--- src/rtl/note_ball_engine.sv ---
// note_ball_engine: owns the single "note ball" glyph. It serves the ball,
// steps it across the playfield, opens each player's hit window as the ball
// approaches their side, judges incoming MIDI notes against the note the
// ball carries, and draws the ball by addressing the glyph ROM.
module note_ball_engine #(
    parameter int         GLYPH_W       = 8,
    parameter int         GLYPH_BASE    = 256,
    parameter int         X_MIN         = 60,
    parameter int         X_MAX         = 572,
    parameter int         P1_WIN_X      = 108,
    parameter int         P2_WIN_X      = 525,
    parameter logic [7:0] P1_LOW_NOTE   = 8'h24,
    parameter logic [7:0] P2_LOW_NOTE   = 8'h48,
    parameter int         ROW_BASE      = 401,
    parameter int         ROW_PITCH     = 15,
    parameter int         PARK_X        = 320,
    parameter int         PARK_Y        = 430,
    parameter int         MOVE_PERIOD   = 100000,
    parameter int         MIN_PERIOD    = 20000,
    parameter int         SPEEDUP       = 5000,
    parameter int         WINDOW_CYCLES = 25000000
) (
    input  logic        pixelClk,
    input  logic        reset,
    input  logic        enable,
    input  logic        noteValid,
    input  logic [7:0]  noteIn,
    input  logic [7:0]  nextNote,
    input  logic [9:0]  hCount,
    input  logic [9:0]  vCount,
    input  logic [15:0] glyphData,
    output logic [9:0]  glyphMemAddress,
    output logic [7:0]  rgb,
    output logic        inGlyph,
    output logic [9:0]  ballX,
    output logic [9:0]  ballY,
    output logic        p1turn,
    output logic        p2turn,
    output logic        timerOn,
    output logic        correctNote,
    output logic        p1Miss,
    output logic        p2Miss
);

    // Counter widths sized from the slowest step period and the window length.
    localparam int PW = $clog2(MOVE_PERIOD + 1);
    localparam int TW = $clog2(WINDOW_CYCLES + 1);

    localparam logic [7:0]    NOTE_SPAN    = 8'd24;
    localparam logic [7:0]    NOTE_OFFSET  = P2_LOW_NOTE - P1_LOW_NOTE;
    localparam logic [9:0]    X_MIN_C      = 10'(X_MIN);
    localparam logic [9:0]    X_MAX_C      = 10'(X_MAX);
    localparam logic [9:0]    X_MID_C      = 10'((X_MIN + X_MAX) / 2);
    localparam logic [9:0]    P1_WIN_C     = 10'(P1_WIN_X);
    localparam logic [9:0]    P2_WIN_C     = 10'(P2_WIN_X);
    localparam logic [9:0]    PARK_X_C     = 10'(PARK_X);
    localparam logic [9:0]    PARK_Y_C     = 10'(PARK_Y);
    localparam logic [9:0]    ROW_BASE_C   = 10'(ROW_BASE);
    localparam logic [9:0]    ROW_PITCH_C  = 10'(ROW_PITCH);
    localparam logic [9:0]    GLYPH_W_C    = 10'(GLYPH_W);
    localparam logic [9:0]    GLYPH_BASE_C = 10'(GLYPH_BASE);
    localparam logic [9:0]    X_ONE        = 10'd1;
    localparam logic [PW-1:0] PERIOD_INIT  = PW'(MOVE_PERIOD);
    localparam logic [PW-1:0] PERIOD_MIN   = PW'(MIN_PERIOD);
    localparam logic [PW-1:0] PERIOD_STEP  = PW'(SPEEDUP);
    localparam logic [PW-1:0] PERIOD_ONE   = PW'(1);
    localparam logic [31:0]   SAT_LIMIT    = 32'(MIN_PERIOD + SPEEDUP);
    localparam logic [TW-1:0] WIN_LOAD     = TW'(WINDOW_CYCLES - 1);
    localparam logic [TW-1:0] WIN_ONE      = TW'(1);

    typedef enum logic [2:0] {
        S_IDLE,
        S_SERVE,
        S_MOVE_R,
        S_WIN_R,
        S_MOVE_L,
        S_WIN_L
    } state_t;

    // True when note lies in the 24-note range starting at low; notes below
    // low wrap to large values and fall out of the range naturally.
    function automatic logic in_range(input logic [7:0] note, input logic [7:0] low);
        logic [7:0] rel;
        rel = note - low;
        return rel < NOTE_SPAN;
    endfunction

    // Screen row of a note already folded into the P1 range.
    function automatic logic [9:0] row_y(input logic [7:0] note);
        logic [7:0] rel;
        logic [9:0] idx;
        rel = note - P1_LOW_NOTE;
        idx = {2'b00, rel};
        return ROW_BASE_C - idx * ROW_PITCH_C;
    endfunction

    state_t        state_q;
    logic [9:0]    ball_x_q;
    logic [9:0]    ball_y_q;
    logic [7:0]    ball_note_q;
    logic [PW-1:0] period_q;
    logic [PW-1:0] tick_q;
    logic [TW-1:0] win_timer_q;
    logic          dir_right_q;
    logic          serve_right_q;
    logic          correct_q;
    logic          p1_miss_q;
    logic          p2_miss_q;

    logic          note_p1_d;
    logic          note_p2_d;
    logic [7:0]    note_fold_d;
    logic [7:0]    serve_note_d;
    logic [9:0]    serve_y_d;
    logic          step_d;
    logic [9:0]    x_step_d;
    logic [PW-1:0] period_fast_d;

    // Note classification, movement step and speed-up values for this cycle.
    always_comb begin
        note_p1_d   = in_range(noteIn, P1_LOW_NOTE);
        note_p2_d   = in_range(noteIn, P2_LOW_NOTE);
        note_fold_d = note_p2_d ? (noteIn - NOTE_OFFSET) : noteIn;

        // An invalid next note still gives the ball a playable note.
        if (in_range(nextNote, P1_LOW_NOTE)) begin
            serve_note_d = nextNote;
        end else if (in_range(nextNote, P2_LOW_NOTE)) begin
            serve_note_d = nextNote - NOTE_OFFSET;
        end else begin
            serve_note_d = P1_LOW_NOTE;
        end
        serve_y_d = row_y(serve_note_d);

        // >= rather than == so a period shortened mid-count still wraps.
        step_d   = (tick_q >= (period_q - PERIOD_ONE));
        x_step_d = dir_right_q ? (ball_x_q + X_ONE) : (ball_x_q - X_ONE);

        period_fast_d = (32'(period_q) > SAT_LIMIT) ? (period_q - PERIOD_STEP) : PERIOD_MIN;
    end

    // Serve / flight / window state machine with all registered outputs.
    always_ff @(posedge pixelClk) begin
        if (reset) begin
            state_q       <= S_IDLE;
            ball_x_q      <= PARK_X_C;
            ball_y_q      <= PARK_Y_C;
            ball_note_q   <= 8'd0;
            period_q      <= PERIOD_INIT;
            tick_q        <= '0;
            win_timer_q   <= '0;
            dir_right_q   <= 1'b1;
            serve_right_q <= 1'b1;
            correct_q     <= 1'b1;
            p1_miss_q     <= 1'b0;
            p2_miss_q     <= 1'b0;
        end else begin
            p1_miss_q <= 1'b0;
            p2_miss_q <= 1'b0;
            if (!enable) begin
                // Leaving play parks the ball but keeps the earned speed.
                state_q  <= S_IDLE;
                ball_x_q <= PARK_X_C;
                ball_y_q <= PARK_Y_C;
                tick_q   <= '0;
            end else begin
                case (state_q)
                    S_IDLE: begin
                        ball_x_q <= PARK_X_C;
                        ball_y_q <= PARK_Y_C;
                        tick_q   <= '0;
                        state_q  <= S_SERVE;
                    end
                    S_SERVE: begin
                        ball_note_q <= serve_note_d;
                        ball_y_q    <= serve_y_d;
                        ball_x_q    <= X_MID_C;
                        tick_q      <= '0;
                        dir_right_q <= serve_right_q;
                        state_q     <= serve_right_q ? S_MOVE_R : S_MOVE_L;
                    end
                    default: begin
                        // The ball keeps flying (and bouncing) in every play state.
                        tick_q <= step_d ? '0 : (tick_q + PERIOD_ONE);
                        if (step_d) begin
                            ball_x_q <= x_step_d;
                            if (x_step_d >= X_MAX_C) begin
                                dir_right_q <= 1'b0;
                            end else if (x_step_d <= X_MIN_C) begin
                                dir_right_q <= 1'b1;
                            end
                        end
                        case (state_q)
                            S_MOVE_R: begin
                                if (step_d && (x_step_d >= P2_WIN_C)) begin
                                    state_q     <= S_WIN_R;
                                    win_timer_q <= WIN_LOAD;
                                end
                            end
                            S_MOVE_L: begin
                                if (step_d && (x_step_d <= P1_WIN_C)) begin
                                    state_q     <= S_WIN_L;
                                    win_timer_q <= WIN_LOAD;
                                end
                            end
                            S_WIN_R: begin
                                // A judged note beats a timeout in the same cycle.
                                if (noteValid && note_p2_d) begin
                                    if (note_fold_d == ball_note_q) begin
                                        correct_q   <= 1'b1;
                                        ball_note_q <= serve_note_d;
                                        ball_y_q    <= serve_y_d;
                                        period_q    <= period_fast_d;
                                        dir_right_q <= 1'b0;
                                        state_q     <= S_MOVE_L;
                                    end else begin
                                        correct_q     <= 1'b0;
                                        p2_miss_q     <= 1'b1;
                                        serve_right_q <= 1'b1;
                                        state_q       <= S_SERVE;
                                    end
                                end else if (win_timer_q == '0) begin
                                    correct_q     <= 1'b0;
                                    p2_miss_q     <= 1'b1;
                                    serve_right_q <= 1'b1;
                                    state_q       <= S_SERVE;
                                end else begin
                                    win_timer_q <= win_timer_q - WIN_ONE;
                                end
                            end
                            S_WIN_L: begin
                                if (noteValid && note_p1_d) begin
                                    if (note_fold_d == ball_note_q) begin
                                        correct_q   <= 1'b1;
                                        ball_note_q <= serve_note_d;
                                        ball_y_q    <= serve_y_d;
                                        period_q    <= period_fast_d;
                                        dir_right_q <= 1'b1;
                                        state_q     <= S_MOVE_R;
                                    end else begin
                                        correct_q     <= 1'b0;
                                        p1_miss_q     <= 1'b1;
                                        serve_right_q <= 1'b0;
                                        state_q       <= S_SERVE;
                                    end
                                end else if (win_timer_q == '0) begin
                                    correct_q     <= 1'b0;
                                    p1_miss_q     <= 1'b1;
                                    serve_right_q <= 1'b0;
                                    state_q       <= S_SERVE;
                                end else begin
                                    win_timer_q <= win_timer_q - WIN_ONE;
                                end
                            end
                            default: begin
                                state_q <= S_IDLE;
                            end
                        endcase
                    end
                endcase
            end
        end
    end

    assign ballX       = ball_x_q;
    assign ballY       = ball_y_q;
    assign p1turn      = (state_q == S_WIN_L);
    assign p2turn      = (state_q == S_WIN_R);
    assign timerOn     = p1turn | p2turn;
    assign correctNote = correct_q;
    assign p1Miss      = p1_miss_q;
    assign p2Miss      = p2_miss_q;

    // Glyph-relative pixel offsets; the explicit >= guards stop wrap-around
    // from faking a hit when the ball sits near the right/bottom edge.
    logic [9:0] dx_d;
    logic [9:0] dy_d;
    logic       in_glyph_d;

    assign dx_d       = hCount - ball_x_q;
    assign dy_d       = vCount - ball_y_q;
    assign in_glyph_d = (hCount >= ball_x_q) && (dx_d < GLYPH_W_C) &&
                        (vCount >= ball_y_q) && (dy_d < GLYPH_W_C);

    assign inGlyph         = in_glyph_d;
    assign glyphMemAddress = in_glyph_d ? (GLYPH_BASE_C + dx_d + dy_d * GLYPH_W_C) : GLYPH_BASE_C;
    assign rgb             = glyphData[7:0];

    // The upper ROM byte carries nothing the ball needs.
    logic unused_glyph_hi;
    assign unused_glyph_hi = ^glyphData[15:8];

endmodule

--- config.mk ---
export PLATFORM = sky130hd
export DESIGN_NAME = note_ball_engine
export DESIGN_NICKNAME = d
export VERILOG_FILES = /design/src/rtl/note_ball_engine.sv
export SDC_FILE = /design/constraint.sdc
export NUM_CORES = 1
export LEC_CHECK = 0
export BUFFER_PORTS_ARGS = -buffer_cell sky130_fd_sc_hd__buf_2
export CORE_MARGIN = 2
export CORE_UTILIZATION = 60
export CTS_CLUSTER_DIAMETER = 200
export CTS_CLUSTER_SIZE = 16
export DETAILED_ROUTE_END_ITERATION = 10
export PLACE_DENSITY = 0.82
export SETUP_SLACK_MARGIN = 0.2
export SYNTH_ARGS = -nofsm -noshare
export SYNTH_HDL_FRONTEND = slang
export SYNTH_SLANG_ARGS = --single-unit
--- constraint.sdc ---
create_clock -name pixelClk -period 6.13 [get_ports pixelClk]
set_input_delay 0.613 -clock pixelClk [delete_from_list [all_inputs] [get_ports pixelClk]]
set_output_delay 0.613 -clock pixelClk [all_outputs]
set_load 0.1 [all_outputs]
==> out/metrics.csv <==
metric,value,unit
M1 wire length,8810,um
Avg Vias per Cell,5.91,
achievable frequency,179,MHz
hold buffers post-CTS,0,
Yosys cell types,70,
Starting Density,61.1,%
fin crit share,91.3,%
Core ar.,13200,sq um
clk root buf,clkbuf_16,
pre-CTS setup slack,64.6,ps
initial antenna violation count,0,
routed length per instance,14.4,um
main flop type after synthesis,dfxtp_1,
final setup violating endpoints,0,
R2R Setup Slk,1140,ps
worst-skew pair later-pin latency,350,ps
leading area contributor after synthesis,dfxtp_1,
crit path DAT,5810,ps
CTS tree,yes,
async set-reset flop share out of synthesis,0,%
vias in the first global route,6807,
I/O Buffers,76,
GRT Total Usage,26.1,%
met2 routed WL,8200,um
Worst Path Required,6350,ps
pin count of the biggest net entering global routing,40,
RSZ-0062 raised after global routing,false,
status,completed,
TNS Setup,0,ps
routed wl met3,1030,um
fin crit period,5590,ps
Routed Antenna Nets,0,
Worst Tran Pin Value,1100,ps
"Worst Setup Slack, final",536,ps
"Seq/Total Area, Yosys",22.9,%
dpl hpwl,14100,um
# rows,42,
P_leak,3.89,nW
Syn Area/Cell,7.76,sq um
crit path max fanout,7,
normalized max-slew margin,24.5,%
Fin Hold WS,481,ps
htree depth,3,
drt first pass iters,5,
CTS max path bufs,2,
"Core Util, Final",67.2,%
io pins,101,
Yosys warnings,0,
overall power,1.93,mW
gpl congestion,0.933,
area delta synth->final,10.1,%
crit start category,input port,
Inserted Diodes,0,
TritonCTS Buffers,9,
Max Used Layer,met4,
Crit Path Class,input port to register,
#FFs+latches synth,92,
layout cells sized above 1,11.3,%
Max Slew Vio Count,0,
cts repair resizes,0,
Die ar.,14400,sq um
max cap viols,0,
Clock Sinks,92,
Iter 0 DRT Violations,551,
first-pass GRT wire length,31200,um
Worst setup EP type,register,
Final Skew,9.65,ps
Die Height,120,um
HP Class,register to register,
Post-Syn Instances,1038,
top cell type's share of synthesized area,22.9,%
Post-synth EDFFs,0,
peak supply drop,142,uV
chip width,120,um
Power Density,218,nW/um^2
setup repair bufs after CTS,0,
WL final,18400,um
routed vias,7548,
nets,1251,
syn_nets,1192,
Mapped Area,8060,sq um
synth top area cells,"dfxtp_1 23%, ha_1 14%, xnor2_1 5.5%",
DRC violations left,0,
Final Hold Fails,0,
gr ovfl total,0,
"CTS clk-pin slew, worst paths",70,ps
==> final timing paths <==
kind	depth (start not counted)	endpoint	start
max	23	ballY[9]$_SDFFE_PP0P_	nextNote[4]
min	1	win_timer_q[23]$_SDFFE_PP0P_	win_timer_q[23]$_SDFFE_PP0P_
max reg2reg	16	win_timer_q[11]$_SDFFE_PP0P_	period_q[3]$_SDFFE_PP0P_
min reg2reg	1	win_timer_q[23]$_SDFFE_PP0P_	win_timer_q[23]$_SDFFE_PP0P_
==> where the power goes <==
part | switching [mW] | internal [mW] | total [mW]
Sequential | 0.0179 | 0.611 | 0.629
Clock | 0.243 | 0.327 | 0.570
Combinational | 0.426 | 0.305 | 0.730
==> layout make-up <==
class	instances	area, sq um
fillers	1126	4320
inverters	93	349
multi-input cells	816	5710
repair buffers	85	448
clock inverters	6	62.6
clock buffers	10	239
well taps	176	220
flip-flops and latches	92	1840
==> cells in the mapped netlist (17+ instances only) <==
library cell and number:
nor2_1 111, xnor2_1 51, inv_1 93, dfxtp_1 92, ha_1 88, nand2b_1 17, o21ai_0 43, clkbuf_1 26
nor3_1 31, a21o_1 32, a21oi_1 66, nand2_1 89, nand3_1 25, xor2_1 35, a311oi_1 17
==> routing by layer <==
layer | vias up | GRT usage, %
li1 | 3793 | -
met1 | 3502 | 36.0
met2 | 220 | 42.1
met3 | 33 | 3.56
met4 | 0 | 8.97
met5 | - | 0
==> kinds of logic (layout without fill, tap and decap cells) <==
kind of cell / after synthesis / count (layout) / synth area share [%]
adders and majority gates: 98 / 98 / 16.2
muxes: 10 / 10 / 1.26
and+or+nand+nor: 359 / 359 / 21.9
xor gates and xnor gates: 86 / 86 / 9.35
DFF: 92 / 92 / 22.9
AOI/OAI and AO/OA: 263 / 263 / 22.0
buffers and inverters: 130 / 194 / 6.55
==> flip-flops by register name, summed over array words and instances (netlist names), 3 cells and up <==
register / flops
win_timer_q: 25
tick_q: 17
ballX: 10
period_q: 14
state_q: 3
ballY: 10
ball_note_q: 8
==> worst max-delay path: stages <==
cell       delay (ps)
buf_2             120
inv_1             170
ha_1              240
or3b_1            400
o2bb2ai_1         150
a2111oi_0         470
buf_4             210
a22oi_1           160
ha_1              270
inv_1             110
xnor2_2           180
inv_1             110
ha_1              330
xor2_1            180
fa_1              470
ha_1              300
ha_1              340
a21o_1            200
a21o_1            190
a21oi_1           170
xnor2_1           150
xnor2_1           150
o32ai_1           120
==> per-stage QoR <==
step / cell area [sq um] / std cells
after floorplan: 8060 / 1038
after global placement: 8550 / 1262
after detailed placement: 8550 / 1262
after CTS: 8850 / 1278
after global routing: 8870 / 1278
final: 8870 / 1278
==> cell usage in the layout (no fill, tap or decap), types with 6 or more instances in the layout <==
master / n
clkbuf_16: 9
nand4_1: 11
fa_1: 10
o21a_1: 10
xor2_1: 35
a211oi_1: 8
dfxtp_1: 92
a311oi_1: 17
a21o_1: 32
nor2b_1: 15
buf_4: 9
or2_2: 8
ha_1: 88
inv_1: 93
o31ai_1: 9
o211ai_1: 7
o21ai_0: 43
nor3b_1: 8
a2111oi_0: 6
nor4_1: 10
nand3_1: 25
or3_1: 10
mux2i_1: 9
buf_2: 76
a31oi_1: 10
nor2_1: 111
nand2b_1: 17
nand2_1: 89
a21oi_1: 66
nor3_1: 30
xnor2_1: 49
No activity file was read; power rests on OpenSTA's default activity.
